===== src/rtl/vc_stall_skid_buf.sv =====
// Stall-to-handshake skid buffer: terminates a stall-controlled pipeline and
// re-issues its signed samples on a valid/ready port through a circular FIFO.
//
// Ports:
//   clk, n_rst       clock (rising edge), async active-low reset
//   flush            synchronous clear of buffer contents (beats push/pop)
//   in_valid/in_data upstream last-stage sample and its valid
//   stall            registered freeze request, high exactly while full
//   out_valid/ready  downstream handshake; out_data is the registered head
//   level            occupancy, only when VC_SKID_LEVEL_EN is defined
//
// Build option: define VC_SKID_LEVEL_EN to expose the level port.
module vc_stall_skid_buf #(
    parameter  int DWIDTH = 24,
    parameter  int DEPTH  = 4,
    localparam int AW     = $clog2(DEPTH),
    localparam int CW     = $clog2(DEPTH + 1)
) (
    input  logic                     clk,
    input  logic                     n_rst,
    input  logic                     flush,
    input  logic                     in_valid,
    input  logic signed [DWIDTH-1:0] in_data,
    output logic                     stall,
    output logic                     out_valid,
    input  logic                     out_ready,
    output logic signed [DWIDTH-1:0] out_data
`ifdef VC_SKID_LEVEL_EN
    ,
    output logic [CW-1:0]            level
`endif
);

    localparam logic [AW-1:0] PTR_LAST = AW'(DEPTH - 1);
    localparam logic [CW-1:0] CNT_FULL = CW'(DEPTH);

    logic [DWIDTH-1:0] mem_q [DEPTH];

    logic [AW-1:0]     wr_ptr_q, wr_ptr_d;
    logic [AW-1:0]     rd_ptr_q, rd_ptr_d;
    logic [CW-1:0]     count_q,  count_d;
    logic              stall_q,  stall_d;
    logic              valid_q,  valid_d;
    logic [DWIDTH-1:0] data_q,   data_d;

    logic              push;
    logic              pop;

    // Pointers wrap explicitly so DEPTH need not be a power of two.
    function automatic logic [AW-1:0] ptr_inc(input logic [AW-1:0] p);
        return (p == PTR_LAST) ? '0 : p + AW'(1);
    endfunction

    always_comb begin
        push     = in_valid & ~stall_q;
        pop      = valid_q & out_ready;
        wr_ptr_d = wr_ptr_q;
        rd_ptr_d = rd_ptr_q;
        count_d  = count_q;
        data_d   = data_q;

        if (flush) begin
            wr_ptr_d = '0;
            rd_ptr_d = '0;
            count_d  = '0;
            data_d   = '0;
        end else begin
            if (push) begin
                wr_ptr_d = ptr_inc(wr_ptr_q);
            end
            if (pop) begin
                rd_ptr_d = ptr_inc(rd_ptr_q);
            end

            unique case ({push, pop})
                2'b10:   count_d = count_q + CW'(1);
                2'b01:   count_d = count_q - CW'(1);
                default: count_d = count_q;
            endcase

            // The new head is the word being written when the buffer is
            // (or becomes) empty this cycle, so forward it from the input.
            if (push && (wr_ptr_q == rd_ptr_d)) begin
                data_d = in_data;
            end else if (pop) begin
                data_d = mem_q[rd_ptr_d];
            end
        end

        stall_d = (count_d == CNT_FULL);
        valid_d = (count_d != '0);
    end

    always_ff @(posedge clk or negedge n_rst) begin
        if (!n_rst) begin
            wr_ptr_q <= '0;
            rd_ptr_q <= '0;
            count_q  <= '0;
            stall_q  <= 1'b0;
            valid_q  <= 1'b0;
            data_q   <= '0;
        end else begin
            wr_ptr_q <= wr_ptr_d;
            rd_ptr_q <= rd_ptr_d;
            count_q  <= count_d;
            stall_q  <= stall_d;
            valid_q  <= valid_d;
            data_q   <= data_d;
        end
    end

    // Storage needs no reset; occupancy alone decides what is valid.
    always_ff @(posedge clk) begin
        if (push && !flush) begin
            mem_q[wr_ptr_q] <= in_data;
        end
    end

    assign stall     = stall_q;
    assign out_valid = valid_q;
    assign out_data  = data_q;

`ifdef VC_SKID_LEVEL_EN
    assign level = count_q;
`endif

endmodule

===== config.mk =====
export PLATFORM = sky130hd
export DESIGN_NAME = vc_stall_skid_buf
export DESIGN_NICKNAME = d
export VERILOG_FILES = /design/src/rtl/vc_stall_skid_buf.sv
export SDC_FILE = /design/constraint.sdc
export NUM_CORES = 1
export LEC_CHECK = 0
export ABC_AREA = 1
export CAP_MARGIN = 20
export CORE_MARGIN = 4
export CORE_UTILIZATION = 60
export CTS_CLUSTER_DIAMETER = 100
export DETAILED_ROUTE_END_ITERATION = 6
export PLACE_DENSITY = 0.83
export SKIP_CTS_REPAIR_TIMING = 1
export SYNTH_ARGS = -nofsm -noshare
export SYNTH_HDL_FRONTEND = slang
export SYNTH_SLANG_ARGS = --single-unit

===== constraint.sdc =====
create_clock -name clk -period 6.5 [get_ports clk]
set_clock_uncertainty 0.2 [all_clocks]
set_input_delay 1.3 -clock clk [delete_from_list [all_inputs] [get_ports clk]]
set_output_delay 1.3 -clock clk [all_outputs]
set_load 0.01 [all_outputs]

# Word-level counts from Yosys, hierarchy flattened
# Memory sizes are Yosys's and may differ from the RTL's.
# Cells that the tools add are included.
# totals
ram_bits,96
wordCells,40
inputBits,29
memories,1
latch_bits,0
rom_bits,0
register_bits,33
# op_classes
n_addsub,4
n_div,0
magnitude_cmp,0
n_reduce_logical,6
muxes,14
n_eq_ne,6
n_bitwise,3
mul,0
shifts,0
# memory_table
name,words,word_bits,rd,rd_clocked_by_memory_dff,write_ports,line,text
mem_q,4,24,1,0,1,37,logic [DWIDTH-1:0] mem_q [DEPTH];
# op_table
cell,n
two-way mux 24 bit,3
two-way mux 2 bit,7
"== test 2 bit, second input constant",3
case mux 3 bit (2 select lines),1
nonzero test 3 bit,2
"adder 2 x 1 -> 2 bit, second input constant",2
"adder 3 x 1 -> 3 bit, second input constant",1
"== test 3 bit, second input constant",1
two-way mux 3 bit,1
"subtractor 3 x 1 -> 3 bit, second input constant",1
bitwise AND 1 bit,2
"== test 2 x 1 -> 1 bit, second input constant",1
== test 2 bit,1
logical AND 1 bit,2
two-way mux 1 bit,2
nonzero test 2 bit,1
zero test 1 bit,1
inverter 1 bit,1

# Logic depth before layout (Yosys ltp)
# logic_depth
word_depth,8
depth_mapped,13

# Worst setup path after synthesis
# OpenSTA, ideal clock, no wires.
# synth_timing
kind,input-to-reg
start,input port in_valid
end,"memory mem_q[0][0], enable pin"
n_path_buf,0
t_arrival_ns,2.790
stages,4
t_required_ns,5.895
setup_slack_ns,3.105
path_cell_list,inv_1 -> nor2_1 -> nand2_1 -> nor2_1
# synth_between
elab_chain_len,4
# synth_rtl
element,line,text
start: declaration,22,"input logic in_valid,"
bitwise AND 1 bit,55,push = in_valid & ~stall_q;
logical AND 1 bit,114,if (push && !flush) begin
two-way mux 1 bit,114,
two-way mux 1 bit (implied by the code),115,mem_q[wr_ptr_q] <= in_data;
end: declaration,37,
# No other way between the ends.

# Worst setup path in the final report
# layout_timing
start,input port out_ready
end,register data_q[0] (netlist: out_data[0])
# layout_between
elab_chain_len,7
# layout_rtl
element,line,text
start: declaration,26,"input logic out_ready,"
bitwise AND 1 bit *,56,pop = valid_q & out_ready;
two-way mux 2 bit,71,if (pop) begin
two-way mux 2 bit,62,if (flush) begin
memory (4 x 24 bit) / == test 2 bit (equally long branches),n/a,
two-way mux 24 bit / logical AND 1 bit (equally long branches),"85, 83",
two-way mux 24 bit,83,if (push && (wr_ptr_q == rd_ptr_d)) begin
two-way mux 24 bit,62,
end signal: assignment,108,data_q <= data_d;
end: declaration,44,"logic [DWIDTH-1:0] data_q, data_d;"
# Every way passes the cells marked *; elsewhere a longest branch is shown, timed or not. The select of a mux whose other input is x is not followed.
# A chain may end at the register's enable or synchronous reset.

==> impl_metrics.csv <==
group,metric,value,unit
status,status,"complete, no violations",
sta,min_period,4140,ps
cts,cts_buffers,17,
worst_hold_path,min_path_type,"reg2reg",
sta,setup_viol,0,
critical_path,critPathTopFamily,"simple AND/OR/NAND/NOR gates",
sta,period_share,63.69,%
die,core_area,0.009774,sq mm
die,die_area,0.01169,sq mm
finish,ff_latch_area,0.003709,sq mm
critical_path,cpMaxStageDelayCell,"a21oi_4",
finish,final_util,73.30,%
job,maxCapViolCount,0,
place,post-dp-hpwl,7.938,mm
synth,netlist.area_leader.share,47.95,%
route,vias,4514,
critical_path,cp.required,6740,ps
sta,rsz0062_at_grt,"false",
critical_path,path_cells,"clkdlybuf4s50_1 > nand2_4 > nand2_2 > nand3_2 > nand2_2 > nand4_4 > a21oi_4 > nand2_1 > nand2_1",
synth,synth_area_leaders,"edfxtp_1 48%, dfrtp_1 14%, nand2_1 13%",
global_route,antenna_found_initial,0,
synth,synth.yosys.seq_area_share,61.69,%
cts,clk_latency,520,ps
sta,slew_headroom,33.81,%
critical_path,critPathKind,"in2reg",
power,power-per-cell-area,391.2,mW/mm^2
route,detail_route.wirelength,13.64,mm
finish,drive_above_1_share,7.918,%
global_route,grt_usage,25.24,%
finish,layout.nets,706,
finish,nFillCells,674,
global_route,grt_max_degree,50,
critical_path,cp_max_fo,49,
global_route,grt_pass1_wl,22.38,mm
finish,antenna_cells,0,
route,first_pass_iters,5,
sta,drv_slew,0,
synth,syn-instance-count,618,
sta,worst_pin_slew,989.4,ps
route,routed_via_density,5.539,
critical_path,startpoint_type,"primary input",
critical_path,cp_num_buf_inv,1,
place,place_congestion,0.7919,
sta,max_freq,241.6,MHz
finish,area.growth.synth_to_final,19.17,%
critical_path,critPathMaxStageDelay,820,ps
cts,clock-sinks,129,
synth,synth_top_area_cell,"edfxtp_1",
route,antenna_left,0,
sta,hold_viol,0,
finish,final_cell_mix,"204 x nand2_1, 100 x nand3_1, 96 x edfxtp_1",
synth,ys_ff_latch,129,
cts,cts_tree,"yes",
power,p_leak,3.254,nW
synth,syn_nets,654,
place,port_buffers,54,
finish,final_common_cell,"nand2_1",
die,num_rows,36,
die,initial_utilization,61.51,%
synth,ys_types,26,
critical_path,cp.arrival,4380,ps
cts,htree_levels,4,
cts,cts_root_buf,"clkbuf_8",
synth,syn_area,0.006012,sq mm
power,ir_drop,0.0002188,V
route,wl_per_cell,16.74,microns
synth,synth.yosys.warnings,0,
critical_path,end_kind,"register",
synth,synth_area_per_cell,9.728,sq um
cts,clkTransAtPathRegs,60,ps
route,drt_iter0_drc,390,
global_route,gr-total-overflow,0,
die,die_w,108.1,microns
die,die_h,108.1,microns
finish,multi_input_area,0.001783,sq mm
die,num_io_pins,55,
route,drc,0,
cts,cts.path.max_buffers,2,
global_route,grt_pass1_vias,4603,
sta,setup_tns,0,ps
report_power, final:
group	total [mW]	internal [mW]	switching [mW]	leakage, nW
Clock	0.877	0.546	0.330	0.260
Combinational	0.870	0.317	0.553	1.68
Sequential	1.06	0.988	0.0682	1.31
Total	2.80	1.85	0.951	3.25
state kept, by name, summed over array words and instances (netlist names):
| register | count |
|---|---|
| mem_q | 96 |
| out_data | 24 |
| count_q | 3 |
| rd_ptr_q | 2 |
| wr_ptr_q | 2 |
| out_valid | 1 |
| stall | 1 |
cells in the mapped netlist:
library cell,count
edfxtp_1,96
nand3_2,3
buf_2,8
o21ai_0,1
inv_1,89
nor2_1,14
nand2_1,204
a21oi_1,1
nand2_4,2
dfrtp_1,33
buf_6,7
o22ai_1,1
clkbuf_1,8
o21a_1,1
nand3b_1,25
inv_4,1
nor3_1,3
nand3_1,100
nand4_4,1
a21oi_4,1
buf_4,5
ha_1,6
nand2_2,5
inv_2,1
nor2_4,1
fa_1,1
stage by stage:
step / worst slack, ps / power, mW / hold WS, ps / cell area (sq um) / instances
finish: 2360 / 2.803 / 322.3 / 7164 / 815
global route: 2159 / 2.963 / 341.6 / 7164 / 815
CTS: 2429 / 2.788 / 319.2 / 7137 / 814
detailed placement: 1888 / 1.903 / 305.3 / 6588 / 783
global placement: 2132 / 1.864 / 302.7 / 6588 / 783
floorplan: 3105 / 1.626 / 293.2 / 6012 / 618
metal layers:
| metal | GRT usage, % | part of all wire, % | vias up |
|---|---|---|---|
| met4 | 10.28 | 2.1 | 0 |
| met3 | 6.149 | 11 | 36 |
| met2 | 42.76 | 50 | 270 |
| met1 | 31.22 | 36 | 2107 |
| li1 | - | - | 2101 |
| met5 | 0 | 0 | - |
cell type report:
type,instances,share of cell area (%)
well taps,133,2.323
multi-input cells,370,24.89
clock inverters,12,1.642
inverters,91,4.803
repair buffers,61,8.557
clock buffers,19,6.025
flip-flops and latches,129,51.76
worst paths after layout:
check | start | end | slack [ps] | cells past startpoint
worst max-delay path | out_ready | out_data[0]$_DFFE_PN0P_ | 2360 | 9
worst min register to register | out_data[16]$_DFFE_PN0P_ | out_data[16]$_DFFE_PN0P_ | 320 | 2
max in group asynchronous | n_rst | out_data[17]$_DFFE_PN0P_ | 4740 | 2
worst max register to register | rd_ptr_q[0]$_DFF_PN0_ | out_data[0]$_DFFE_PN0P_ | 3020 | 8
worst min-delay path | out_data[16]$_DFFE_PN0P_ | out_data[16]$_DFFE_PN0P_ | 320 | 2
min in group asynchronous | n_rst | out_data[6]$_DFFE_PN0P_ | 1030 | 2
tightest hold or removal path, stage by stage (launching register included):
cell and delay [ps]:
dfrtp_1 340, nand3_1 80, nand2_1 70
cell families after synthesis:
logic type               Yosys count  synth area share, %
AO/OA/AOI/OAI                      5               0.6660
buffers and inverters            119                8.824
adder cells (fa/ha/maj)            7                1.582
flip-flops                       129                61.69
AND/OR/NAND/NOR                  358                27.24
(Power assumes the default switching activity.)
